--- config.mk ---
export PLATFORM = sky130hd
export DESIGN_NAME = mem_stream_port
export DESIGN_NICKNAME = d
export VERILOG_FILES = /design/src/rtl/mem_stream_port_pkg.sv /design/src/rtl/mem_stream_port_skid.sv /design/src/rtl/mem_stream_port.sv
export SDC_FILE = /design/constraint.sdc
export NUM_CORES = 1
export LEC_CHECK = 0
export ABC_CLOCK_PERIOD_IN_PS = 3000
export BUFFER_PORTS_ARGS = -buffer_cell sky130_fd_sc_hd__clkbuf_2
export CAP_MARGIN = 20
export CELL_PAD_IN_SITES_DETAIL_PLACEMENT = 0
export CELL_PAD_IN_SITES_GLOBAL_PLACEMENT = 1
export CORE_UTILIZATION = 25
export CTS_CLUSTER_DIAMETER = 200
export DETAILED_ROUTE_END_ITERATION = 8
export PLACE_DENSITY_LB_ADDON = 0.3
export SLEW_MARGIN = 10
export SYNTH_ARGS = -nofsm -noshare
export SYNTH_HDL_FRONTEND = slang
export SYNTH_SLANG_ARGS = --single-unit
--- constraint.sdc ---
create_clock -name clk -period 3 [get_ports clk]
set_clock_uncertainty 0.2 [all_clocks]
set_input_delay 0.6 -clock clk [delete_from_list [all_inputs] [get_ports clk]]
set_output_delay 0.6 -clock clk [all_outputs]
set_load 0.02 [all_outputs]
--- src/rtl/mem_stream_port_pkg.sv ---
// Shared definitions for the host stream port: FSM state encoding and default widths.
package mem_stream_port_pkg;

    typedef enum logic [1:0] {
        ST_IDLE = 2'd0,
        ST_LOAD = 2'd1,
        ST_RUN  = 2'd2,
        ST_DUMP = 2'd3
    } state_t;

    localparam int unsigned DEF_DATA_W = 16;
    localparam int unsigned DEF_ADDR_W = 8;

endpackage

--- src/rtl/mem_stream_port_skid.sv ---
// Two-entry valid/ready buffer; the producer only pushes when it has reserved room.
module stream_skid #(
    parameter int unsigned DATA_W = 16
) (
    input  logic              clk,
    input  logic              reset,
    input  logic              in_valid,
    input  logic [DATA_W-1:0] in_data,
    output logic              out_valid,
    output logic [DATA_W-1:0] out_data,
    input  logic              out_ready,
    output logic [1:0]        count
);
    logic [DATA_W-1:0] buf_q [2];
    logic              rd_ptr_q, rd_ptr_d;
    logic              wr_ptr_q, wr_ptr_d;
    logic [1:0]        count_q, count_d;
    logic              pop;

    assign out_valid = (count_q != 2'd0);
    assign out_data  = out_valid ? buf_q[rd_ptr_q] : '0;
    assign pop       = out_valid && out_ready;
    assign count     = count_q;

    always_comb begin
        rd_ptr_d = rd_ptr_q ^ pop;
        wr_ptr_d = wr_ptr_q ^ in_valid;
        count_d  = count_q + {1'b0, in_valid} - {1'b0, pop};
    end

    always_ff @(posedge clk) begin
        if (reset) begin
            rd_ptr_q <= 1'b0;
            wr_ptr_q <= 1'b0;
            count_q  <= '0;
            for (int unsigned i = 0; i < 2; i++) begin
                buf_q[i] <= '0;
            end
        end else begin
            rd_ptr_q <= rd_ptr_d;
            wr_ptr_q <= wr_ptr_d;
            count_q  <= count_d;
            if (in_valid) begin
                buf_q[wr_ptr_q] <= in_data;
            end
        end
    end

endmodule

--- src/rtl/mem_stream_port.sv ---
// Host stream port: loads a word stream into data memory, starts the cores,
// waits for completion, then streams a memory window back out.
module mem_stream_port
    import mem_stream_port_pkg::*;
#(
    parameter int unsigned DATA_W = DEF_DATA_W,
    parameter int unsigned ADDR_W = DEF_ADDR_W
) (
    input  logic              clk,
    input  logic              reset,
    input  logic              load_start,
    input  logic [DATA_W-1:0] in_data,
    input  logic              in_valid,
    input  logic              in_last,
    output logic              in_ready,
    output logic              mem_we,
    output logic [ADDR_W-1:0] mem_addr,
    output logic [DATA_W-1:0] mem_wdata,
    input  logic [DATA_W-1:0] mem_rdata,
    output logic              core_start,
    input  logic              core_done,
    input  logic [ADDR_W-1:0] dump_base,
    input  logic [ADDR_W:0]   dump_len,
    output logic [DATA_W-1:0] out_data,
    output logic              out_valid,
    output logic              out_last,
    input  logic              out_ready,
    output logic [1:0]        state,
    output logic              session_done,
    output logic              load_overflow
);
    state_t            state_q, state_d;
    logic [ADDR_W:0]   wr_cnt_q, wr_cnt_d;
    logic              ovf_q, ovf_d;
    logic              mem_we_q, mem_we_d;
    logic [ADDR_W-1:0] wr_addr_q, wr_addr_d;
    logic [DATA_W-1:0] wdata_q, wdata_d;
    logic              core_start_q, core_start_d;
    logic              done_q, done_d;
    logic [ADDR_W-1:0] rd_addr_q, rd_addr_d;
    logic [ADDR_W:0]   rd_rem_q, rd_rem_d;
    logic [ADDR_W:0]   out_rem_q, out_rem_d;
    logic              inflight_q, inflight_d;

    logic [1:0]        sk_count;
    logic              accept, pop, issue;
    logic [2:0]        occ;

    stream_skid #(.DATA_W(DATA_W)) u_skid (
        .clk       (clk),
        .reset     (reset),
        .in_valid  (inflight_q),
        .in_data   (mem_rdata),
        .out_valid (out_valid),
        .out_data  (out_data),
        .out_ready (out_ready),
        .count     (sk_count)
    );

    assign in_ready      = (state_q == ST_LOAD);
    assign accept        = in_ready && in_valid;
    assign pop           = out_valid && out_ready;
    assign out_last      = out_valid && (out_rem_q == (ADDR_W+1)'(1));
    assign state         = state_q;
    assign mem_we        = mem_we_q;
    assign mem_wdata     = wdata_q;
    assign core_start    = core_start_q;
    assign session_done  = done_q;
    assign load_overflow = ovf_q;
    // The read address is presented combinationally so the in-flight word is the only
    // one in the memory pipeline; room counts it, net of the pop happening this cycle.
    assign mem_addr      = (state_q == ST_DUMP) ? rd_addr_q : wr_addr_q;
    assign occ           = {1'b0, sk_count} + {2'b0, inflight_q};
    assign issue         = (state_q == ST_DUMP) && (rd_rem_q != '0)
                           && (occ <= ({2'b0, pop} + 3'd1));

    always_comb begin
        state_d      = state_q;
        wr_cnt_d     = wr_cnt_q;
        ovf_d        = ovf_q;
        mem_we_d     = 1'b0;
        wr_addr_d    = wr_addr_q;
        wdata_d      = wdata_q;
        core_start_d = 1'b0;
        done_d       = 1'b0;
        rd_addr_d    = rd_addr_q;
        rd_rem_d     = rd_rem_q;
        out_rem_d    = out_rem_q;
        inflight_d   = issue;
        case (state_q)
            ST_IDLE: begin
                if (load_start) begin
                    state_d  = ST_LOAD;
                    wr_cnt_d = '0;
                    ovf_d    = 1'b0;
                end
            end
            ST_LOAD: begin
                if (accept) begin
                    // The MSB of the counter marks a full memory; words past it are dropped.
                    if (!wr_cnt_q[ADDR_W]) begin
                        mem_we_d  = 1'b1;
                        wr_addr_d = wr_cnt_q[ADDR_W-1:0];
                        wdata_d   = in_data;
                        wr_cnt_d  = wr_cnt_q + (ADDR_W+1)'(1);
                    end else begin
                        ovf_d = 1'b1;
                    end
                    if (in_last) begin
                        state_d      = ST_RUN;
                        core_start_d = 1'b1;
                    end
                end
            end
            ST_RUN: begin
                if (core_done) begin
                    state_d   = ST_DUMP;
                    rd_addr_d = dump_base;
                    rd_rem_d  = dump_len;
                    out_rem_d = dump_len;
                end
            end
            ST_DUMP: begin
                if (issue) begin
                    rd_addr_d = rd_addr_q + ADDR_W'(1);
                    rd_rem_d  = rd_rem_q - (ADDR_W+1)'(1);
                end
                if (pop) begin
                    out_rem_d = out_rem_q - (ADDR_W+1)'(1);
                end
                if ((out_rem_q == '0) || (pop && out_last)) begin
                    state_d = ST_IDLE;
                    done_d  = 1'b1;
                end
            end
            default: state_d = ST_IDLE;
        endcase
    end

    always_ff @(posedge clk) begin
        if (reset) begin
            state_q      <= ST_IDLE;
            wr_cnt_q     <= '0;
            ovf_q        <= 1'b0;
            mem_we_q     <= 1'b0;
            wr_addr_q    <= '0;
            wdata_q      <= '0;
            core_start_q <= 1'b0;
            done_q       <= 1'b0;
            rd_addr_q    <= '0;
            rd_rem_q     <= '0;
            out_rem_q    <= '0;
            inflight_q   <= 1'b0;
        end else begin
            state_q      <= state_d;
            wr_cnt_q     <= wr_cnt_d;
            ovf_q        <= ovf_d;
            mem_we_q     <= mem_we_d;
            wr_addr_q    <= wr_addr_d;
            wdata_q      <= wdata_d;
            core_start_q <= core_start_d;
            done_q       <= done_d;
            rd_addr_q    <= rd_addr_d;
            rd_rem_q     <= rd_rem_d;
            out_rem_q    <= out_rem_d;
            inflight_q   <= inflight_d;
        end
    end

endmodule

**Yosys cells after proc, flatten, opt, wreduce, memory -nomap -nowiden**

Memories as Yosys holds them, arrays and structs flattened. A register that Yosys moved wholly into a read port is not among the register bits.
Cells that the tools add are included.

- Bits of input ports: 56
- Memory bits (read-only): 0
- Output and inout port bits: 49
- Bits in registers: 70
- Bits in latches: 0
- Memory bits (writable): 32
- Memories: 1

Memories:

| memory | depth | width | read ports | clocked after memory_dff | wr ports | RTL line | RTL |
|---|---|---|---|---|---|---|---|
| u_skid.buf_q | 2 | 16 | 1 | 1 | 2 | mem_stream_port_skid.sv:14 | `logic [DATA_W-1:0] buf_q [2];` |

- $lt $le $gt $ge: 1
- Add/subtract/negate cells: 8
- Shift operators: 0
- Equal/unequal tests: 13
- Reductions and logical operators: 23
- Div/mod/pow operators: 0
- Multiplexer cells: 36
- Bitwise operators: 6
- $mul: 0

Operator list:

| kind | count |
|---|---|
| 9-bit 2-to-1 mux | 6 |
| 9-bit case mux with 2 select lines | 3 |
| 16-bit 2-to-1 mux | 2 |
| 8-bit 2-to-1 mux | 3 |
| 9-bit by 1-bit subtractor with 9-bit output (second input constant) | 2 |
| 8-bit case mux with 2 select lines | 1 |
| 16-bit OR reduction | 1 |
| 1-bit 2-to-1 mux | 14 |
| 2-bit != test (second input constant) | 6 |
| 3-bit AND reduction | 4 |
| 2-bit 2-to-1 mux | 5 |
| 9-bit by 1-bit adder with 9-bit output (second input constant) | 1 |
| 9-bit by 1-bit equality test with 1-bit output (second input constant) | 1 |
| 9-bit logical NOT | 1 |
| 9-bit nonzero test | 1 |
| 8-bit by 1-bit adder with 8-bit output (second input constant) | 1 |
| 2-bit case mux with 4 select lines | 1 |
| 4-bit AND reduction | 2 |
| 1-bit logical AND | 6 |
| 2-bit by 1-bit != test with 1-bit output (second input constant) | 3 |
| 2-bit nonzero test | 3 |
| 5-bit AND reduction | 1 |
| 2-bit equality test (second input constant) | 2 |
| 1-bit NOT | 4 |
| other kinds (12) | 13 |

**Depth between registers and ports, before layout**

- Depth in word-level cells: 7
- Depth in mapped cells: 8
- Gate-level depth less buffers: 8

**Modules after synthesis**

A second synthesis with hierarchy kept.

- Cell total of the unflattened synthesis: 552
- Area, all modules: 5076.1 um^2

By module, submodules not included:

| module | area an instance (um^2) | sequential area each (um^2) | instances | cells an instance |
|---|---|---|---|---|
| mem_stream_port | 3397.0 | 1321.3 | 1 | 426 |
| stream_skid | 1679.1 | 1041.0 | 1 | 126 |

**Least setup slack after synthesis**

No wires, ideal clock.

- Kind: input -> register
- From: in out_ready
- To: reg rd_rem_q[4]
- Slack: 0.182 ns
- Arrival: 2.495 ns
- Path buffers: 1
- Cell stages on the path: 7
- Required time: 2.676 ns
- Path through: o21ai_1 -> inv_1 -> fa_1 -> o31ai_1 -> a21oi_4 -> buf_8 -> mux2i_1

- Longest elaborated chain between the ends: 6

RTL lines:

| what | RTL line | RTL |
|---|---|---|
| start, declared | mem_stream_port.sv:27 | `input logic out_ready,` |
| 1-bit logical AND | mem_stream_port.sv:62 | `assign pop = out_valid && out_ready;` |
| 1-bit by 1-bit adder with 2-bit output | mem_stream_port.sv:75 | `&& (occ <= ({2'b0, pop} + 3'd1));` |
| 3-bit by 2-bit <= comparator with 1-bit output | mem_stream_port.sv:75 |  |
| 1-bit logical AND | mem_stream_port.sv:75 |  |
| 2-bit != test (no line) | - |  |
| 3-bit AND reduction (no line) | - |  |
| end signal, assigned | mem_stream_port.sv:164 | `rd_rem_q <= rd_rem_d;` |
| end, declared | mem_stream_port.sv:41 | `logic [ADDR_W:0] rd_rem_q, rd_rem_d;` |

No other way between the ends.
A chain may end at the register's enable or synchronous reset.

**Worst setup path after layout**

- From: reg state_q[1], in the netlist state[1]
- To: out mem_addr[1]

- Longest elaborated chain between the ends: 2

RTL lines:

| what | RTL line | RTL |
|---|---|---|
| start, declared | mem_stream_port.sv:32 | `state_t state_q, state_d;` |
| start signal, assigned | mem_stream_port.sv:155 | `state_q <= state_d;` |
| 2-bit equality test | mem_stream_port.sv:72 | `assign mem_addr = (state_q == ST_DUMP) ? rd_addr_q : wr_addr_q;` |
| 8-bit 2-to-1 mux | mem_stream_port.sv:72 |  |
| end, declared | mem_stream_port.sv:17 | `output logic [ADDR_W-1:0] mem_addr,` |

No other way between the ends.

==> impl_metrics.py <==
metrics = {
    "status": {
        "status": "finished clean",
    },
    "pwr": {
        "power_w": 0.00475,
        "p_leak_nw": 2.50,
        "pwr-share-comb": 0.387,
        "p_per_area_nw_per_um2": 761,
        "p_sw_w": 0.00188,
        "internal-power_w": 0.00287,
        "vdd_drop_max_uv": 307,
        "sw_frac_of_total": 0.396,
        "p_seq_frac": 0.364,
        "pwr-share-clk": 0.249,
    },
    "synth": {
        "synth_area_per_cell_sq_um": 9.26,
        "postSynth.asyncResetShare": 0,
        "synth-compound-area-share": 0.151,
        "synthAdderAreaFrac": 0.0408,
        "synth_xor_area_frac": 0.0172,
        "synthFlopType": "dfxtp_1",
        "synth-simple-area-share": 0.207,
        "synth-seq-cells": 102,
        "synth_fp_nets": 622,
        "synthMuxAreaShare": 0.0850,
        "postSynthCellCount": 550,
        "yosysSeqAreaShare": 0.464,
        "synth_cell_types": 60,
        "synth_area_sq_um": 5090,
        "synth_edf_count": 32,
        "synth_top_family_by_area": "simple AND/OR/NAND/NOR gates",
        "yosysWarnings": 0,
    },
    "detailed_routing": {
        "drt_wl_total_um": 13500,
        "vias_per_cell": 4.60,
        "antenna_left": 0,
        "wl_met2_um": 6850,
        "vias": 4239,
        "dr_wl_met3_um": 456,
        "firstDrtPassIters": 6,
        "route.detailed.drc": 0,
        "dr.max_layer_used": "met4",
        "wl_met1_um": 5910,
        "drt_iter0_drc": 264,
        "wire_per_inst_um": 14.6,
    },
    "timing": {
        "finalMaxSlewViolations": 0,
        "finalCritPeriodShare": 0.889,
        "relSlewSlack": 0.347,
        "finalCriticalPeriod_ns": 2.67,
        "rsz0062_at_grt": "no",
        "max_freq_mhz": 375,
        "setup_viol": 0,
        "tightestPinTransition_ns": 0.976,
        "hold_violations": 0,
        "tns_ns": 0,
    },
    "clock_tree": {
        "clock_sinks": 102,
        "path_clk_slew_ns": 0.08,
        "hold_buffers": 0,
        "cts_tree": "yes",
        "htree_levels": 3,
        "cts_made_buffers": 9,
        "cts_resized": 0,
        "clk_latency_ns": 0.36,
        "root_buffer": "clkbuf_16",
        "cts_setup_buffers": 0,
        "cts_max_path_buffers": 2,
    },
    "critical_path": {
        "worstPathMaxFanout": 21,
        "worst_setup_path_end_kind": "primary output",
        "rrSetupSlack_ns": 0.48,
        "critical_path_class": "reg -> out",
        "cp-start-kind": "register",
        "critPathArrivalTime_ns": 1.87,
        "required_ns": 2.20,
    },
    "final_layout": {
        "num_antenna_cells": 0,
        "layout-drive-gt1-share": 0.236,
        "final_nets": 723,
        "area.growth.synth_to_final_pct": 22.5,
    },
    "floorplan": {
        "start_util": 0.258,
        "die_w_um": 145,
        "dieArea_sq_um": 20900,
        "core-area_sq_um": 19700,
        "io_pins": 105,
        "die_y_um": 145,
        "rows": 51,
    },
    "placement": {
        "routabilityCongestion": 0.790,
        "numPortBuffers": 104,
        "hpwl_um": 9770,
    },
    "grt": {
        "track_usage": 0.133,
        "grt_pass1_vias": 4219,
        "grt_start_max_net_pins": 36,
        "antenna_found_initial": 0,
        "grt_overflow": 0,
        "grt_pass1_wl_um": 21400,
    },
    "hold_path": {
        "hp-class": "reg -> reg",
    },
    "job": {
        "drv_cap": 0,
    },
}
-- power groups by stage --
stage               clock network, W  registers (W)  logic (W)
floorplan                          0        0.00177    0.00125
global placement                   0        0.00175    0.00184
detailed placement                 0        0.00176    0.00187
CTS                          0.00123        0.00173    0.00188
global route                 0.00127        0.00176    0.00206
finish                       0.00118        0.00173    0.00184
-- cells in the final DEF, fill, tap and decap left out, types with 4 or more instances in the layout --
master	synthesis	final
clkbuf_2	0	104
nand2_1	85	85
dfxtp_1	70	70
nor2_1	55	55
a21oi_1	44	44
mux2i_1	32	32
and2_1	32	32
edfxtp_1	32	32
inv_1	16	16
o21ai_0	15	15
ha_1	15	14
buf_4	0	12
mux2_2	10	10
xnor2_1	9	9
clkbuf_16	0	9
nand3_1	8	8
nor3_1	7	7
a211oi_1	7	7
o31ai_1	7	7
nand2b_1	5	5
nor2b_1	5	5
o211ai_1	5	5
or3_1	5	5
a311o_1	5	5
or4_1	4	4
-- per-layer routing --
metal  global-route usage  up-vias
met5                    0        -
met4               0.0582        0
met1                0.160     1990
li1                     -     2150
met3               0.0214       17
met2                0.234       82
-- synth_stat cells (2+ instances only) --
master      n  share of area
a211oi_1    7          0.010
a41oi_1     3         0.0052
o21ai_1     2         0.0020
a21oi_1    44          0.043
nand2b_1    5         0.0061
or4_1       4         0.0059
and2_1     32          0.039
xnor2_1     9          0.015
buf_1       3         0.0022
or3_1       5         0.0061
nand2_1    85          0.063
a311oi_1    2         0.0034
edfxtp_1   32           0.19
a21o_1      3         0.0044
o21ai_0    15          0.015
a311o_1     5         0.0098
o211ai_1    5         0.0074
mux2_2     10          0.022
nor3_1      7         0.0069
ha_1       15          0.037
o2bb2ai_1   2         0.0034
nor4_1      3         0.0037
o31ai_1     7          0.010
nor2_1     55          0.041
o221a_2     2         0.0044
nand4_1     3         0.0037
inv_1      16          0.012
dfxtp_1    70           0.28
clkinv_1    2         0.0015
a31oi_1     2         0.0025
o211a_1     2         0.0039
clkbuf_1   23          0.017
mux2i_1    32          0.063
nand3_1     8         0.0079
nor2b_1     5         0.0061
-- sequential cells by signal, summed over array words and instances (netlist names) --
| register | flops |
|---|---|
| core_start | 1 |
| load_overflow | 1 |
| u_skid.rd_ptr_q | 1 |
| rd_rem_q | 9 |
| state | 2 |
| mem_wdata | 16 |
| wr_addr_q | 8 |
| mem_we | 1 |
| wr_cnt_q | 9 |
| rd_addr_q | 8 |
| u_skid.wr_ptr_q | 1 |
| u_skid.count | 2 |
| inflight_q | 1 |
| u_skid.buf_q | 32 |
| out_rem_q | 9 |
| session_done | 1 |
-- metrics by stage --
| step | hold slack, ns | cell area [sq um] | setup slack, ns | util | std cells |
|---|---|---|---|---|---|
| 2_1_floorplan | 0.234 | 5090 | 0.182 | - | 550 |
| 3_3_place_gp | 0.244 | 5950 | 0.268 | 0.302 | 905 |
| 3_5_place_dp | 0.250 | 5950 | 0.245 | 0.302 | 905 |
| 4_1_cts | 0.241 | 6240 | 0.296 | 0.316 | 921 |
| 5_1_grt | 0.248 | 6240 | 0.224 | 0.316 | 921 |
| 6_report | 0.257 | 6240 | 0.334 | 0.316 | 921 |
-- cells by family (layout without fill, tap and decap cells) --
group	after synthesis	in the layout
and+or+nand+nor	222	222
AOI/OAI and AO/OA	113	113
DFF	102	102
buffers and inverters	45	151
muxes	42	42
adders and majority gates	16	16
xor gates and xnor gates	10	10
-- final timing paths --
check                     from           end  cells past startpoint
setup reg to reg   rd_rem_q[0]  rd_addr_q[5]                      7
hold reg to reg   mem_wdata[3]  mem_wdata[3]                      2
setup / recovery      state[1]   mem_addr[1]                      3
hold / removal    mem_wdata[3]  mem_wdata[3]                      2
-- critical path: stages (launching register included) --
cell and delay, ns:
dfxtp_1 0.40, ha_2 0.52, mux2_2 0.42, clkbuf_2 0.16
-- final cells by class --
cell class	count	area [sq um]
clock buffer	9	225
multi-input combinational	403	2550
clock inverter	7	68.8
sequential	102	2360
timing repair buffer	117	631
fill	2103	13500
inverter	18	67.6
tap	265	332
(Power assumes the default switching activity.)
